==> src/rtl/rat_pkg.sv <==
// Shared types and constants for the RAT MCU fetch stage.
package rat_pkg;

  localparam int unsigned ADDR_W = 10;
  localparam int unsigned IR_W   = 18;

  localparam logic [ADDR_W-1:0] RESET_VEC = 10'h000;
  localparam logic [ADDR_W-1:0] INTR_VEC  = 10'h3FF;

  typedef enum logic [1:0] {
    PC_IMMED = 2'd0,
    PC_STACK = 2'd1,
    PC_INTR  = 2'd2,
    PC_RESET = 2'd3
  } pc_sel_t;

  function automatic logic [ADDR_W-1:0] pc_target(pc_sel_t           sel,
                                                  logic [ADDR_W-1:0] immed,
                                                  logic [ADDR_W-1:0] stack);
    logic [ADDR_W-1:0] tgt;
    tgt = RESET_VEC;
    unique case (sel)
      PC_IMMED: tgt = immed;
      PC_STACK: tgt = stack;
      PC_INTR:  tgt = INTR_VEC;
      PC_RESET: tgt = RESET_VEC;
    endcase
    return tgt;
  endfunction

endpackage

==> src/rtl/instr_fetch_if.sv <==
// Fetch-stage bundle: ROM port, redirect request and decoder-side instruction stream.
interface instr_fetch_if;
  import rat_pkg::*;

  logic [ADDR_W-1:0] prog_addr;
  logic [IR_W-1:0]   prog_ir;
  logic              pc_ld;
  pc_sel_t           pc_mux_sel;
  logic [ADDR_W-1:0] from_immed;
  logic [ADDR_W-1:0] from_stack;
  logic              stall;
  logic [IR_W-1:0]   ir_out;
  logic [ADDR_W-1:0] ir_pc;
  logic              ir_valid;

  modport master (
    output prog_addr, ir_out, ir_pc, ir_valid,
    input  prog_ir, pc_ld, pc_mux_sel, from_immed, from_stack, stall
  );

  modport slave (
    input  prog_addr, ir_out, ir_pc, ir_valid,
    output prog_ir, pc_ld, pc_mux_sel, from_immed, from_stack, stall
  );

endinterface

==> src/rtl/fetch_skid_buf.sv <==
// One-entry hold register that parks the ROM response while the decoder stalls.
module fetch_skid_buf
  import rat_pkg::*;
(
  input  logic              clk_i,
  input  logic              rst_i,
  input  logic              flush_i,
  input  logic              stall_i,
  input  logic              rsp_valid_i,
  input  logic [IR_W-1:0]   rsp_ir_i,
  input  logic [ADDR_W-1:0] rsp_pc_i,
  output logic [IR_W-1:0]   ir_out_o,
  output logic [ADDR_W-1:0] ir_pc_o,
  output logic              ir_valid_o
);

  logic              hold_valid_q, hold_valid_d;
  logic [IR_W-1:0]   hold_ir_q, hold_ir_d;
  logic [ADDR_W-1:0] hold_pc_q, hold_pc_d;

  always_comb begin
    hold_valid_d = hold_valid_q;
    hold_ir_d    = hold_ir_q;
    hold_pc_d    = hold_pc_q;
    if (flush_i || !stall_i) begin
      hold_valid_d = 1'b0;
    end else if (!hold_valid_q && rsp_valid_i) begin
      // ROM output changes next cycle; park the presented word so it stays stable.
      hold_valid_d = 1'b1;
      hold_ir_d    = rsp_ir_i;
      hold_pc_d    = rsp_pc_i;
    end
  end

  always_ff @(posedge clk_i) begin
    if (rst_i) begin
      hold_valid_q <= 1'b0;
      hold_ir_q    <= '0;
      hold_pc_q    <= '0;
    end else begin
      hold_valid_q <= hold_valid_d;
      hold_ir_q    <= hold_ir_d;
      hold_pc_q    <= hold_pc_d;
    end
  end

  assign ir_out_o   = hold_valid_q ? hold_ir_q : rsp_ir_i;
  assign ir_pc_o    = hold_valid_q ? hold_pc_q : rsp_pc_i;
  assign ir_valid_o = !rst_i && (hold_valid_q || rsp_valid_i);

endmodule

==> src/rtl/instr_fetch.sv <==
// Program counter and fetch stage: drives the synchronous ROM and tags its response.
module instr_fetch
  import rat_pkg::*;
(
  input  logic          CLK,
  input  logic          RST,
  instr_fetch_if.master bus
);

  logic [ADDR_W-1:0] fetch_pc_q, fetch_pc_d;
  logic [ADDR_W-1:0] rsp_pc_q, rsp_pc_d;
  logic              rsp_valid_q, rsp_valid_d;

  always_comb begin
    fetch_pc_d  = fetch_pc_q;
    rsp_pc_d    = rsp_pc_q;
    rsp_valid_d = rsp_valid_q;
    if (bus.pc_ld) begin
      fetch_pc_d  = pc_target(bus.pc_mux_sel, bus.from_immed, bus.from_stack);
      rsp_valid_d = 1'b0;
    end else begin
      // On stall the ROM re-reads fetch_pc, so the response tag still advances.
      if (!bus.stall) begin
        fetch_pc_d = fetch_pc_q + ADDR_W'(1);
      end
      rsp_pc_d    = fetch_pc_q;
      rsp_valid_d = 1'b1;
    end
  end

  always_ff @(posedge CLK) begin
    if (RST) begin
      fetch_pc_q  <= RESET_VEC;
      rsp_pc_q    <= RESET_VEC;
      rsp_valid_q <= 1'b0;
    end else begin
      fetch_pc_q  <= fetch_pc_d;
      rsp_pc_q    <= rsp_pc_d;
      rsp_valid_q <= rsp_valid_d;
    end
  end

  assign bus.prog_addr = fetch_pc_q;

  fetch_skid_buf u_skid (
    .clk_i       (CLK),
    .rst_i       (RST),
    .flush_i     (bus.pc_ld),
    .stall_i     (bus.stall),
    .rsp_valid_i (rsp_valid_q),
    .rsp_ir_i    (bus.prog_ir),
    .rsp_pc_i    (rsp_pc_q),
    .ir_out_o    (bus.ir_out),
    .ir_pc_o     (bus.ir_pc),
    .ir_valid_o  (bus.ir_valid)
  );

endmodule

==> src/flat_wrapper.sv <==
// flat-port wrapper written by rule: the top's interface ports become plain ports
module instr_fetch_flat import rat_pkg::*;
  (CLK, RST, bus_prog_addr, bus_ir_out, bus_ir_pc, bus_ir_valid, bus_prog_ir, bus_pc_ld, bus_pc_mux_sel, bus_from_immed, bus_from_stack, bus_stall);
  instr_fetch_if bus_i ();
  input  logic CLK;
  input  logic RST;
  output wire logic [$bits(bus_i.prog_addr)-1:0] bus_prog_addr;
  output wire logic [$bits(bus_i.ir_out)-1:0] bus_ir_out;
  output wire logic [$bits(bus_i.ir_pc)-1:0] bus_ir_pc;
  output wire logic [$bits(bus_i.ir_valid)-1:0] bus_ir_valid;
  input wire logic [$bits(bus_i.prog_ir)-1:0] bus_prog_ir;
  input wire logic [$bits(bus_i.pc_ld)-1:0] bus_pc_ld;
  input wire logic [$bits(bus_i.pc_mux_sel)-1:0] bus_pc_mux_sel;
  input wire logic [$bits(bus_i.from_immed)-1:0] bus_from_immed;
  input wire logic [$bits(bus_i.from_stack)-1:0] bus_from_stack;
  input wire logic [$bits(bus_i.stall)-1:0] bus_stall;
  assign bus_prog_addr = bus_i.prog_addr;
  assign bus_ir_out = bus_i.ir_out;
  assign bus_ir_pc = bus_i.ir_pc;
  assign bus_ir_valid = bus_i.ir_valid;
  assign bus_i.prog_ir = bus_prog_ir;
  assign bus_i.pc_ld = bus_pc_ld;
  assign bus_i.pc_mux_sel = bus_pc_mux_sel;
  assign bus_i.from_immed = bus_from_immed;
  assign bus_i.from_stack = bus_from_stack;
  assign bus_i.stall = bus_stall;
  instr_fetch u_core (.CLK(CLK), .RST(RST), .bus(bus_i));
endmodule
==> config.mk <==
export PLATFORM = sky130hd
export DESIGN_NAME = instr_fetch_flat
export DESIGN_NICKNAME = d
export VERILOG_FILES = /design/src/rtl/rat_pkg.sv /design/src/rtl/instr_fetch_if.sv /design/src/rtl/fetch_skid_buf.sv /design/src/rtl/instr_fetch.sv /design/src/flat_wrapper.sv
export SDC_FILE = /design/constraint.sdc
export NUM_CORES = 1
export LEC_CHECK = 0
export BUFFER_PORTS_ARGS = -buffer_cell sky130_fd_sc_hd__buf_2
export CAP_MARGIN = 0
export CORE_UTILIZATION = 51
export DETAILED_ROUTE_END_ITERATION = 7
export GPL_ROUTABILITY_DRIVEN = 0
export GPL_TIMING_DRIVEN = 0
export PLACE_DENSITY_LB_ADDON = 0.2
export SYNTH_ARGS = -nofsm -noshare
export SYNTH_HDL_FRONTEND = slang
export SYNTH_SLANG_ARGS = --single-unit
==> constraint.sdc <==
create_clock -name CLK -period 3.65 [get_ports CLK]
set_clock_uncertainty 0.2 [all_clocks]
set_input_delay 1.095 -clock CLK [delete_from_list [all_inputs] [get_ports CLK]]
set_output_delay 1.095 -clock CLK [all_outputs]
set_load 0.005 [all_outputs]
==> impl_metrics.tcl <==
set metrics [dict create \
    root_buffer "clkbuf_8" \
    r2r-end "u_core.bus.prog_addr[6]$_SDFFE_PP0P_" \
    clock_latency_ns 0.31 \
    p_per_area_nw_per_um2 381.6 \
    syn_area_sq_um 2426 \
    die_w_um 70.97 \
    worstRegToRegCells 5 \
    initial_core_util 0.5422 \
    async_flop_share 0 \
    endpoint_kind "output port" \
    maxCapViolations 0 \
    grt_pass1_vias 2097 \
    drtIter0Drc 78 \
    clock_path_buffers 2 \
    routed_wirelength_um 5556 \
    hp-class "flip-flop to flip-flop" \
    synth-main-ff-cell "dfxtp_1" \
    die_area_sq_um 5037 \
    worstSetupStartpointType "input port" \
    leakage_nw 1.306 \
    die_y_um 70.97 \
    cts_tree "done" \
    avgSynthCellArea_sq_um 8.543 \
    ctsHoldBuffers 0 \
    min_from "u_core.u_skid.hold_ir_q[5]$_SDFFE_PP0P_" \
    worst_pin_slew_ns 0.5716 \
    synth-edff-count 0 \
    crit_fanout 10 \
    worst_hold_slack_ns 0.2570 \
    antenna_found_initial 0 \
    dr.pass1.iters 8 \
    nets 415 \
    wl_per_cell_um 13.13 \
    fin_crit_sh 0.8959 \
    ios 83 \
    period_needed_ns 3.270 \
    seq_area_frac_synth 0.4126 \
    holdPathStages 2 \
    path_class "input port to output port" \
    h-tree-depth 2 \
    core_area_sq_um 4474 \
    port_buffers 79 \
    vias 2217 \
    ant_nets 0 \
    drc 0 \
    syn_nets 329 \
    postSynthCellCount 284 \
    rsz0062_at_grt "false" \
    crit_arrival_ns 1.98 \
    setup_viol 0 \
    diodes 0 \
    peakVddDrop_uv 251.7 \
    ys_warn_count 0 \
    post_cts_buffers 0 \
    grt_start_max_net_pins 18 \
    status "finished clean" \
    clkTransAtPathRegs_ns 0.09 \
    final-hold-violation-count 0 \
    max-slew-margin-rel 0.6189 \
    syn_to_final_growth_pct 23.83 \
    numCtsBuffers 5 \
    viasPerCell 5.241 \
    drive_above_1_share 0.3558 \
    ys_types 37 \
    grt_usage 0.2323 \
    regToRegSetupSlack_ns 1.86 \
    fmax_mhz 305.8 \
    slew_viol_final 0 \
    dp.final_hpwl_um 4073 \
    worstPathRequired_ns 2.35 \
    ys_seq_elements 50 \
    whs_endpoint "u_core.u_skid.hold_ir_q[5]$_SDFFE_PP0P_" \
    tns_ns 0 \
    rows 24 \
    rr_startpoint "u_core.bus.prog_addr[0]$_SDFFE_PP0P_" \
    grt_first_pass_wirelength_um 9204 \
    clock_sinks 50 \
    overflow 0 \
    cts_resized 0 \
]
==> worst max-delay path by stage <==
stage	from	to	slack (ns)
after CTS	RST	bus_ir_valid	0.39
after global placement	RST	bus_ir_valid	0.38
after global routing	RST	bus_ir_valid	0.29
after detailed placement	RST	bus_ir_valid	0.38
after floorplan	RST	bus_ir_valid	0.72
final	RST	bus_ir_valid	0.38
==> power by group <==
part / internal, mW / total [mW] / switching [mW]
Clock: 0.209 / 0.404 / 0.195
Sequential: 0.564 / 0.586 / 0.0219
Combinational: 0.0814 / 0.156 / 0.0751
==> per-stage QoR <==
| stage | setup slack [ns] | util | power (mW) | cells | cell area, sq um |
|---|---|---|---|---|---|
| floorplan | 0.7245 | - | 0.6857 | 284 | 2426 |
| global placement | 0.3808 | 0.6451 | 0.7520 | 415 | 2887 |
| detailed placement | 0.3840 | 0.6451 | 0.7561 | 415 | 2887 |
| CTS | 0.3897 | 0.6714 | 1.158 | 423 | 3004 |
| global route | 0.2878 | 0.6714 | 1.199 | 423 | 3004 |
| finish | 0.3799 | 0.6714 | 1.146 | 423 | 3004 |
==> critical path, stage by stage <==
cell and delay, ns:
clkbuf_1 0.22, clkbuf_1 0.41, nor2_1 0.11, buf_2 0.14
==> sequential cells by signal, summed over array words and instances (netlist names) <==
name                        cells
u_core.u_skid.hold_ir_q        18
u_core.rsp_valid_q              1
u_core.bus.prog_addr           10
u_core.u_skid.hold_valid_q      1
u_core.rsp_pc_q                10
u_core.u_skid.hold_pc_q        10
==> cells in the final DEF (no fill, tap or decap), drive strengths merged, types with 2 or more instances in the layout <==
cell type,count
buf,93
nand2,61
dfxtp,50
a21oi,36
nor2,31
mux2,28
clkbuf,14
mux2i,10
a211oi,6
xnor2,5
o21a,4
xor2,3
inv,3
nand2b,2
nor2b,2
or3,2
a2bb2oi,2
nor4b,2
nand4b,2
==> area by class of cell <==
class	count	area [sq um]
Fill cell	416	1470
Multi-Input combinational cell	209	1301
Sequential cell	50	1001
Timing Repair Buffer	79	395.4
Buffer	23	116.4
Clock buffer	5	68.82
Tap cell	52	65.06
Clock inverter	3	48.80
Inverter	2	7.507
==> Yosys cell counts, types with 2 or more instances <==
cell type	number	share of area
a211oi_1	6	0.019
clkbuf_1	9	0.014
or3_1	2	0.0052
a21oi_1	35	0.072
a2bb2oi_1	2	0.0072
mux2_2	28	0.13
nor2b_1	2	0.0052
nand2b_1	2	0.0052
xnor2_1	5	0.018
buf_2	9	0.019
mux2i_1	10	0.041
inv_1	2	0.0031
nand2_1	61	0.094
buf_4	3	0.0093
nor2_1	31	0.048
o21a_1	4	0.012
xor2_1	3	0.011
dfxtp_1	50	0.41
nor4b_1	2	0.0072
==> metal layers <==
metal | vias up | GRT usage | share of wire
met4 | 0 | 0.09111 | 0.018
met2 | 49 | 0.4081 | 0.49
met5 | - | 0 | 0
li1 | 1131 | - | -
met3 | 9 | 0.05128 | 0.032
met1 | 1028 | 0.2762 | 0.46
==> cell families after synthesis <==
family / Yosys count / share of synthesized area
AO/OA/AOI/OAI: 54 / 0.1310
buffers and inverters: 25 / 0.05105
adder cells (fa/ha/maj): 1 / 0.005156
flip-flops: 50 / 0.4126
multiplexers: 38 / 0.1712
XOR/XNOR: 8 / 0.02888
AND/OR/NAND/NOR: 108 / 0.2001
(Power assumes the default switching activity.)
